`config.mk`:
```
export PLATFORM = sky130hd
export DESIGN_NAME = alu_cdb_stage_flat
export DESIGN_NICKNAME = d
export VERILOG_FILES = /design/src/rtl/alu_cdb_stage_if.sv /design/src/rtl/alu_cdb_stage.sv /design/src/flat_wrapper.sv
export SDC_FILE = /design/constraint.sdc
export NUM_CORES = 1
export LEC_CHECK = 0
export ABC_AREA = 1
export CAP_MARGIN = 20
export CORE_MARGIN = 3
export CORE_UTILIZATION = 35
export DETAILED_ROUTE_END_ITERATION = 8
export PLACE_DENSITY_LB_ADDON = 0.05
export SLEW_MARGIN = 20
export SYNTH_ARGS = -nofsm -noshare
export SYNTH_HDL_FRONTEND = slang
export SYNTH_SLANG_ARGS = --single-unit
```
`constraint.sdc`:
```
create_clock -name clk -period 2.78 [get_ports clk]
set_input_delay 0.834 -clock clk [delete_from_list [all_inputs] [get_ports clk]]
set_output_delay 0.834 -clock clk [all_outputs]
set_load 0.05 [all_outputs]
```
`src/rtl/alu_cdb_stage_if.sv`:
```
// Operation encoding shared by the RS, this stage and the bench, plus the
// issue/CDB bundle between the reservation station/arbiter and the ALU stage.
package alu_cdb_stage_pkg;
   localparam int OPT_W = 6;

   localparam logic [OPT_W-1:0] OPT_NONE  = 6'd0;
   localparam logic [OPT_W-1:0] OPT_LUI   = 6'd1;
   localparam logic [OPT_W-1:0] OPT_AUIPC = 6'd2;
   localparam logic [OPT_W-1:0] OPT_JAL   = 6'd3;
   localparam logic [OPT_W-1:0] OPT_JALR  = 6'd4;
   localparam logic [OPT_W-1:0] OPT_BEQ   = 6'd5;
   localparam logic [OPT_W-1:0] OPT_BNE   = 6'd6;
   localparam logic [OPT_W-1:0] OPT_BLT   = 6'd7;
   localparam logic [OPT_W-1:0] OPT_BGE   = 6'd8;
   localparam logic [OPT_W-1:0] OPT_BLTU  = 6'd9;
   localparam logic [OPT_W-1:0] OPT_BGEU  = 6'd10;
   localparam logic [OPT_W-1:0] OPT_ADD   = 6'd11;
   localparam logic [OPT_W-1:0] OPT_SUB   = 6'd12;
   localparam logic [OPT_W-1:0] OPT_SLL   = 6'd13;
   localparam logic [OPT_W-1:0] OPT_SLT   = 6'd14;
   localparam logic [OPT_W-1:0] OPT_SLTU  = 6'd15;
   localparam logic [OPT_W-1:0] OPT_XOR   = 6'd16;
   localparam logic [OPT_W-1:0] OPT_SRL   = 6'd17;
   localparam logic [OPT_W-1:0] OPT_SRA   = 6'd18;
   localparam logic [OPT_W-1:0] OPT_OR    = 6'd19;
   localparam logic [OPT_W-1:0] OPT_AND   = 6'd20;
   localparam logic [OPT_W-1:0] OPT_ADDI  = 6'd21;
   localparam logic [OPT_W-1:0] OPT_SLTI  = 6'd22;
   localparam logic [OPT_W-1:0] OPT_SLTIU = 6'd23;
   localparam logic [OPT_W-1:0] OPT_XORI  = 6'd24;
   localparam logic [OPT_W-1:0] OPT_ORI   = 6'd25;
   localparam logic [OPT_W-1:0] OPT_ANDI  = 6'd26;
   localparam logic [OPT_W-1:0] OPT_SLLI  = 6'd27;
   localparam logic [OPT_W-1:0] OPT_SRLI  = 6'd28;
   localparam logic [OPT_W-1:0] OPT_SRAI  = 6'd29;
endpackage

interface alu_cdb_stage_if #(
   parameter int ROB_BIT = 4
);
   import alu_cdb_stage_pkg::*;

   logic                ena;
   logic [OPT_W-1:0]    opt;
   logic [31:0]         val1;
   logic [31:0]         val2;
   logic [31:0]         imm;
   logic [31:0]         pc;
   logic [ROB_BIT-1:0]  rob_idx;
   logic                full;

   logic                gnt;
   logic                valid;
   logic [ROB_BIT-1:0]  src;
   logic [31:0]         val;
   logic                jump;
   logic [31:0]         target;

   modport master (
      output ena, opt, val1, val2, imm, pc, rob_idx, gnt,
      input  full, valid, src, val, jump, target
   );

   modport slave (
      input  ena, opt, val1, val2, imm, pc, rob_idx, gnt,
      output full, valid, src, val, jump, target
   );
endinterface

```
`src/rtl/alu_cdb_stage.sv`:
```
// RV32I integer/branch/jump execution stage with a small result FIFO whose
// head drives the ALU channel of the CDB; flushes on ROB rollback.
module alu_cdb_stage
   import alu_cdb_stage_pkg::*;
#(
   parameter int ROB_BIT   = 4,
   parameter int QUEUE_BIT = 2
) (
   input  logic             clk,
   input  logic             rst_n,
   input  logic             rdy_i,
   input  logic             alu_rb_i,
   alu_cdb_stage_if.slave   bus_if,
   output logic             alu_ovf_o
);

   localparam int DEPTH  = 1 << QUEUE_BIT;
   localparam int ALMOST = DEPTH - 1;
   localparam logic [QUEUE_BIT:0] CNT_FULL   = DEPTH[QUEUE_BIT:0];
   localparam logic [QUEUE_BIT:0] CNT_ALMOST = ALMOST[QUEUE_BIT:0];

   logic [31:0] res_val;
   logic        res_jump;
   logic [31:0] res_target;
   logic [31:0] a;
   logic [31:0] b;
   logic [31:0] imm;
   logic [31:0] pc;
   logic [4:0]  shamt_r;
   logic [4:0]  shamt_i;

   assign a       = bus_if.val1;
   assign b       = bus_if.val2;
   assign imm     = bus_if.imm;
   assign pc      = bus_if.pc;
   assign shamt_r = b[4:0];
   assign shamt_i = imm[4:0];

   always_comb begin
      res_val    = '0;
      res_jump   = 1'b0;
      res_target = '0;
      case (bus_if.opt)
         OPT_LUI:   res_val = imm;
         OPT_AUIPC: res_val = pc + imm;
         OPT_JAL: begin
            res_val    = pc + 32'd4;
            res_jump   = 1'b1;
            res_target = pc + imm;
         end
         OPT_JALR: begin
            res_val    = pc + 32'd4;
            res_jump   = 1'b1;
            res_target = (a + imm) & ~32'd1;
         end
         OPT_BEQ: begin
            res_jump   = (a == b);
            res_target = pc + imm;
         end
         OPT_BNE: begin
            res_jump   = (a != b);
            res_target = pc + imm;
         end
         OPT_BLT: begin
            res_jump   = ($signed(a) < $signed(b));
            res_target = pc + imm;
         end
         OPT_BGE: begin
            res_jump   = ($signed(a) >= $signed(b));
            res_target = pc + imm;
         end
         OPT_BLTU: begin
            res_jump   = (a < b);
            res_target = pc + imm;
         end
         OPT_BGEU: begin
            res_jump   = (a >= b);
            res_target = pc + imm;
         end
         OPT_ADD:   res_val = a + b;
         OPT_SUB:   res_val = a - b;
         OPT_SLL:   res_val = a << shamt_r;
         OPT_SLT:   res_val = {31'd0, $signed(a) < $signed(b)};
         OPT_SLTU:  res_val = {31'd0, a < b};
         OPT_XOR:   res_val = a ^ b;
         OPT_SRL:   res_val = a >> shamt_r;
         OPT_SRA:   res_val = $unsigned($signed(a) >>> shamt_r);
         OPT_OR:    res_val = a | b;
         OPT_AND:   res_val = a & b;
         OPT_ADDI:  res_val = a + imm;
         OPT_SLTI:  res_val = {31'd0, $signed(a) < $signed(imm)};
         OPT_SLTIU: res_val = {31'd0, a < imm};
         OPT_XORI:  res_val = a ^ imm;
         OPT_ORI:   res_val = a | imm;
         OPT_ANDI:  res_val = a & imm;
         OPT_SLLI:  res_val = a << shamt_i;
         OPT_SRLI:  res_val = a >> shamt_i;
         OPT_SRAI:  res_val = $unsigned($signed(a) >>> shamt_i);
         default: begin
            res_val    = '0;
            res_jump   = 1'b0;
            res_target = '0;
         end
      endcase
   end

   logic [ROB_BIT-1:0]   src_q    [DEPTH];
   logic [31:0]          val_q    [DEPTH];
   logic                 jump_q   [DEPTH];
   logic [31:0]          target_q [DEPTH];
   logic [QUEUE_BIT-1:0] head_q, head_d;
   logic [QUEUE_BIT-1:0] tail_q, tail_d;
   logic [QUEUE_BIT:0]   count_q, count_d;
   logic                 ovf_q, ovf_d;

   logic head_valid;
   logic is_full;
   logic live;
   logic do_deq;
   logic do_enq;

   assign head_valid = (count_q != '0);
   assign is_full    = (count_q == CNT_FULL);
   assign live       = rdy_i & ~alu_rb_i;
   assign do_deq     = live & head_valid & bus_if.gnt;
   // A full queue may still accept when the head leaves on the same edge.
   assign do_enq     = live & bus_if.ena & (~is_full | do_deq);

   always_comb begin
      head_d  = head_q;
      tail_d  = tail_q;
      count_d = count_q;
      ovf_d   = ovf_q;
      if (rdy_i) begin
         if (alu_rb_i) begin
            head_d  = '0;
            tail_d  = '0;
            count_d = '0;
         end else begin
            if (do_deq) head_d = head_q + 1'b1;
            if (do_enq) tail_d = tail_q + 1'b1;
            case ({do_enq, do_deq})
               2'b10:   count_d = count_q + 1'b1;
               2'b01:   count_d = count_q - 1'b1;
               default: count_d = count_q;
            endcase
            if (bus_if.ena && is_full && !do_deq) ovf_d = 1'b1;
         end
      end
   end

   always_ff @(posedge clk or negedge rst_n) begin
      if (!rst_n) begin
         head_q  <= '0;
         tail_q  <= '0;
         count_q <= '0;
         ovf_q   <= 1'b0;
         for (int i = 0; i < DEPTH; i++) begin
            src_q[i]    <= '0;
            val_q[i]    <= '0;
            jump_q[i]   <= 1'b0;
            target_q[i] <= '0;
         end
      end else begin
         head_q  <= head_d;
         tail_q  <= tail_d;
         count_q <= count_d;
         ovf_q   <= ovf_d;
         if (do_enq) begin
            src_q[tail_q]    <= bus_if.rob_idx;
            val_q[tail_q]    <= res_val;
            jump_q[tail_q]   <= res_jump;
            target_q[tail_q] <= res_target;
         end
      end
   end

   // Head fields are masked so an idle channel presents all zeros.
   assign bus_if.valid  = head_valid;
   assign bus_if.src    = head_valid ? src_q[head_q]    : '0;
   assign bus_if.val    = head_valid ? val_q[head_q]    : '0;
   assign bus_if.jump   = head_valid ? jump_q[head_q]   : 1'b0;
   assign bus_if.target = head_valid ? target_q[head_q] : '0;
   assign bus_if.full   = (count_q >= CNT_ALMOST);
   assign alu_ovf_o     = ovf_q;

endmodule

```
`src/flat_wrapper.sv`:
```
// flat-port wrapper written by rule: the top's interface ports become plain ports
module alu_cdb_stage_flat import alu_cdb_stage_pkg::*;
#(
   parameter int ROB_BIT   = 4,
   parameter int QUEUE_BIT = 2
)
  (clk, rst_n, rdy_i, alu_rb_i, alu_ovf_o, bus_if_ena, bus_if_opt, bus_if_val1, bus_if_val2, bus_if_imm, bus_if_pc, bus_if_rob_idx, bus_if_gnt, bus_if_full, bus_if_valid, bus_if_src, bus_if_val, bus_if_jump, bus_if_target);
  alu_cdb_stage_if #(.ROB_BIT(ROB_BIT)) bus_if_i ();
  input  logic clk;
  input  logic rst_n;
  input  logic rdy_i;
  input  logic alu_rb_i;
  output logic alu_ovf_o;
  input wire logic [$bits(bus_if_i.ena)-1:0] bus_if_ena;
  input wire logic [$bits(bus_if_i.opt)-1:0] bus_if_opt;
  input wire logic [$bits(bus_if_i.val1)-1:0] bus_if_val1;
  input wire logic [$bits(bus_if_i.val2)-1:0] bus_if_val2;
  input wire logic [$bits(bus_if_i.imm)-1:0] bus_if_imm;
  input wire logic [$bits(bus_if_i.pc)-1:0] bus_if_pc;
  input wire logic [$bits(bus_if_i.rob_idx)-1:0] bus_if_rob_idx;
  input wire logic [$bits(bus_if_i.gnt)-1:0] bus_if_gnt;
  output wire logic [$bits(bus_if_i.full)-1:0] bus_if_full;
  output wire logic [$bits(bus_if_i.valid)-1:0] bus_if_valid;
  output wire logic [$bits(bus_if_i.src)-1:0] bus_if_src;
  output wire logic [$bits(bus_if_i.val)-1:0] bus_if_val;
  output wire logic [$bits(bus_if_i.jump)-1:0] bus_if_jump;
  output wire logic [$bits(bus_if_i.target)-1:0] bus_if_target;
  assign bus_if_i.ena = bus_if_ena;
  assign bus_if_i.opt = bus_if_opt;
  assign bus_if_i.val1 = bus_if_val1;
  assign bus_if_i.val2 = bus_if_val2;
  assign bus_if_i.imm = bus_if_imm;
  assign bus_if_i.pc = bus_if_pc;
  assign bus_if_i.rob_idx = bus_if_rob_idx;
  assign bus_if_i.gnt = bus_if_gnt;
  assign bus_if_full = bus_if_i.full;
  assign bus_if_valid = bus_if_i.valid;
  assign bus_if_src = bus_if_i.src;
  assign bus_if_val = bus_if_i.val;
  assign bus_if_jump = bus_if_i.jump;
  assign bus_if_target = bus_if_i.target;
  alu_cdb_stage #(.ROB_BIT(ROB_BIT), .QUEUE_BIT(QUEUE_BIT)) u_core (.clk(clk), .rst_n(rst_n), .rdy_i(rdy_i), .alu_rb_i(alu_rb_i), .bus_if(bus_if_i), .alu_ovf_o(alu_ovf_o));
endmodule
```
==> results.md <==
- Hold buffer count at CTS: 0
- Ratio of final minimum period to clock period: 111%
- Sequential cell area fraction in the yosys report: between 20% and 30%
- Avg Inst Size Synth: ~5.7 um2
- F_max: between 0.3 and 0.4 GHz
- Max-slew violation count: 0
- Die span in y: a little over 300 um
- Setup crit start kind: flip-flop
- Number of max-cap violations: 0
- Clock net sink count: around 280
- Worst voltage drop across the vdd grid: roughly 0.5 mV
- TritonCTS buffer count: 27
- Ranking of synthesized cells by area: nand2_1 (22%), dfrtp_1 (22%), nand3_1 (12%)
- RSZ-0062 raised after global routing: true
- Worst slew pin tran: 0.543 ns
- First-pass GRT wire length: between 200,000 and 300,000 um
- Number of design-rule violations left by the first detailed-router iteration: 5,356
- Endpoint required time on the critical path: 1.95 ns
- Worst setup EP type: output pin
- Core Area: 91,900 um2
- Fin area: approximately 57,000 um2
- Number of placement rows: between 100 and 150
- Number of detailed-routing iterations run before antenna repair: 7
- Setup ws final: -0.294 ns
- Total Wirelength: 211,000 um
- #FFs+latches synth: roughly 280
- Number of buffers on the longest clock path: 3
- Net count of the mapped netlist: around 6,000
- Gate Count Post-Synth: ~5,700
- Growth of design area from synthesis to finish: 74.9%
- Type of the tightest min-delay check: in -> async
- Pwr dens: between 400 and 500 nW/um2
- Number of flops mapped to enable cells by yosys: 0
- Worst-path fanout max: 9
- Count of synthesis-stage warnings from yosys: 0
- Number of antenna violations at the first check in global routing: 6
- Setup TNS Final: -19.68 ns
- Synthesized-area fraction occupied by ao, oa, aoi and oai cells: between 10% and 20%
- Remaining number of nets flagged by the antenna check after routing: 0
- Placed instance area: 47,400 um2
- Initial core utilization: a little over a third
- Count of pins on the block boundary: approximately 220
- Minimum setup slack after placement: -1.86 ns
- Finished Layout Cells: 8,604
- Critical setup path kind: reg -> out
- Total power consumption of the routed design: roughly 28 mW
- All-layer global routing usage: about two fifths
- Smallest hold slack: between 0.15 and 0.2 ns
- Vias after detailed routing: roughly 48,000
- Clock tree from TritonCTS: done
- Clock Latency Late Sink: 0.59 ns
- Fraction of synthesized cell area in xor and xnor cells: less than 1%
- Violations in the final reports: negative setup slack
- Simple-gate share of the synthesized area: between 40% and 50%
- Final critical delay including setup and external delays: slightly above 3 ns
- Multiplexer share of the synthesized area: 0%
- Clk pin slew, worst setup/hold paths: about 0.070 ns
- Detail Placement HPWL: between 150,000 and 200,000 um
- Die Wd: 311 um
- Via count of the first global-routing pass: 44,500
- Final Core Density: 61.9%
- Post-synthesis instance area: 32,500 um2
- Final number of setup-violating endpoints: ~160
- Die outline area: 96,700 um2
- Status: finished, violations left
- Clock Root Buffer: clkbuf_16
- LEAKAGE: around 28 nW
- Final estimated routing congestion in global placement: approximately 1.1
- Number of nets in the layout: around 7,600
- Number of unique standard cell types used by synthesis: 55
- Via count normalized by instance count: 5.58
- Post-synth top area cell: nand2_1
- H-Tree Depth: 1
- Share of cells above drive strength 1: 40.9%
- Yosys top cell area share: approximately 22%
- Critical Path AT: approximately 2.2 ns
- Total overflow reported by the global router: 0
- Inst Count DP: roughly 8,300
- Number of endpoints with negative hold slack in the final report: 0
- Remaining design rule violation count: 0
- Worst clock skew on the final layout: 0.0327 ns
- Number of input and output port buffers inserted: between 200 and 250
- Largest net degree at the start of global routing: 71
- Combinational family with the most area after synthesis: simple AND/OR/NAND/NOR gates
- Detailed-route wire length per cell: ~25 um
- Worst slew margin: 63.8%
- Post-synth top flop: dfrtp_1
- Synthesized-area fraction occupied by adder cells: 6.54%
- Ys async rst share: between 90% and 100%
routing by layer:
layer / global-route usage, % / share of wire, % / wire [um]
met2: 62.1 / 42 / 88500
met4: 26.6 / 8.3 / 17500
met1: 54.5 / 40 / 84900
met5: 0 / 0.021 / 44
met3: 6.75 / 9.6 / 20200
logic make-up after synthesis:
logic type | Yosys count
compound gates | 1028
simple gates | 3411
buf+inv | 770
flops | 284
xor+xnor | 31
fa+ha+maj | 167
final timing paths:
path | start | slack, ns | endpoint | depth (start not counted)
min in group clk | u_core.alu_ovf_o | 0.47 | u_core.alu_ovf_o | 1
max | u_core.head_q[0] | -0.29 | bus_if_val[24] | 5
min reg2reg | u_core.alu_ovf_o | 0.47 | u_core.alu_ovf_o | 1
min | rst_n | 0.16 | u_core.target_q[86] | 1
max reg2reg | u_core.count_q[0] | 0.56 | u_core.target_q[72] | 14
max in group asynchronous | rst_n | 1.94 | u_core.target_q[102] | 2
worst max-delay path: stages, from the launching register on:
cell and delay, ns:
dfrtp_4 0.58, inv_8 0.18, bufbuf_16 0.29, o21ai_0 0.12, a21oi_2 0.29, buf_12 0.18
sequential cells by signal (all words and copies together) (netlist names):
name              count
u_core.target_q     128
u_core.val_q        128
u_core.src_q         16
u_core.jump_q         4
u_core.count_q        3
u_core.head_q         2
u_core.tail_q         2
u_core.alu_ovf_o      1
what timing repair did:
item                                    4_1_cts  5_1_grt
endpoints found under the setup margin      323      290
setup buffers                               143       70
cloned                                       16       10
gates resized for setup                    1442      606
pin swaps                                   353      286
placed cells by master (no fill, tap or decap), drive strengths merged, types with 5 or more instances in the layout:
cell type      count
nand2           1928
buf             1769
nand3            768
nor2             523
o21ai            522
inv              491
a21oi            364
dfrtp            284
ha               162
clkbuf            75
nand4             73
o211ai            59
nor3              56
dlygate4sd2       42
or2               26
clkdlybuf4s15     25
xor2              24
o21bai            19
nand3b            15
o2111ai           15
clkinv            13
a21o              12
clkdlybuf4s50     11
nor4              10
o22ai              8
and2               8
xnor2              7
o21a               7
a32o               6
fa                 5
power by group:
group,switching (mW),internal [mW]
clock,1.73,2.37
combinational,10.6,7.66
sequential,0.537,5.26
total,12.8,15.3
cell type report:
cell class,instances,area (um2)
inverters,498,1910
clock inverters,14,205
diodes,2,5.00
repair buffers,1890,17300
flip-flops and latches,284,7110
fillers,8824,35000
well taps,1243,1560
multi-input cells,4637,28100
clock buffers,36,779
cell usage after synthesis (3+ instances only):
cell type	number
nand2_1	1918
nand3_1	762
nor2_1	513
o21ai_0	483
inv_1	476
a21oi_1	363
dfrtp_1	284
ha_1	162
clkbuf_1	157
nand4_1	73
buf_2	71
nor3_1	56
o211ai_1	55
o21ai_1	30
or2_2	25
xor2_1	24
buf_1	19
o21bai_1	19
inv_2	16
nand3b_1	15
o2111ai_1	15
buf_4	13
a21o_1	12
buf_6	11
nand2_2	10
nor4_1	9
and2_1	8
nor2_2	8
o22ai_1	8
o21a_1	7
xnor2_1	7
a32o_1	6
clkinv_1	6
nand3_2	6
fa_1	5
o21ai_2	5
o211ai_2	4
o21ai_4	4
a21boi_0	3
a22o_1	3
No activity file was read; power rests on OpenSTA's default activity.
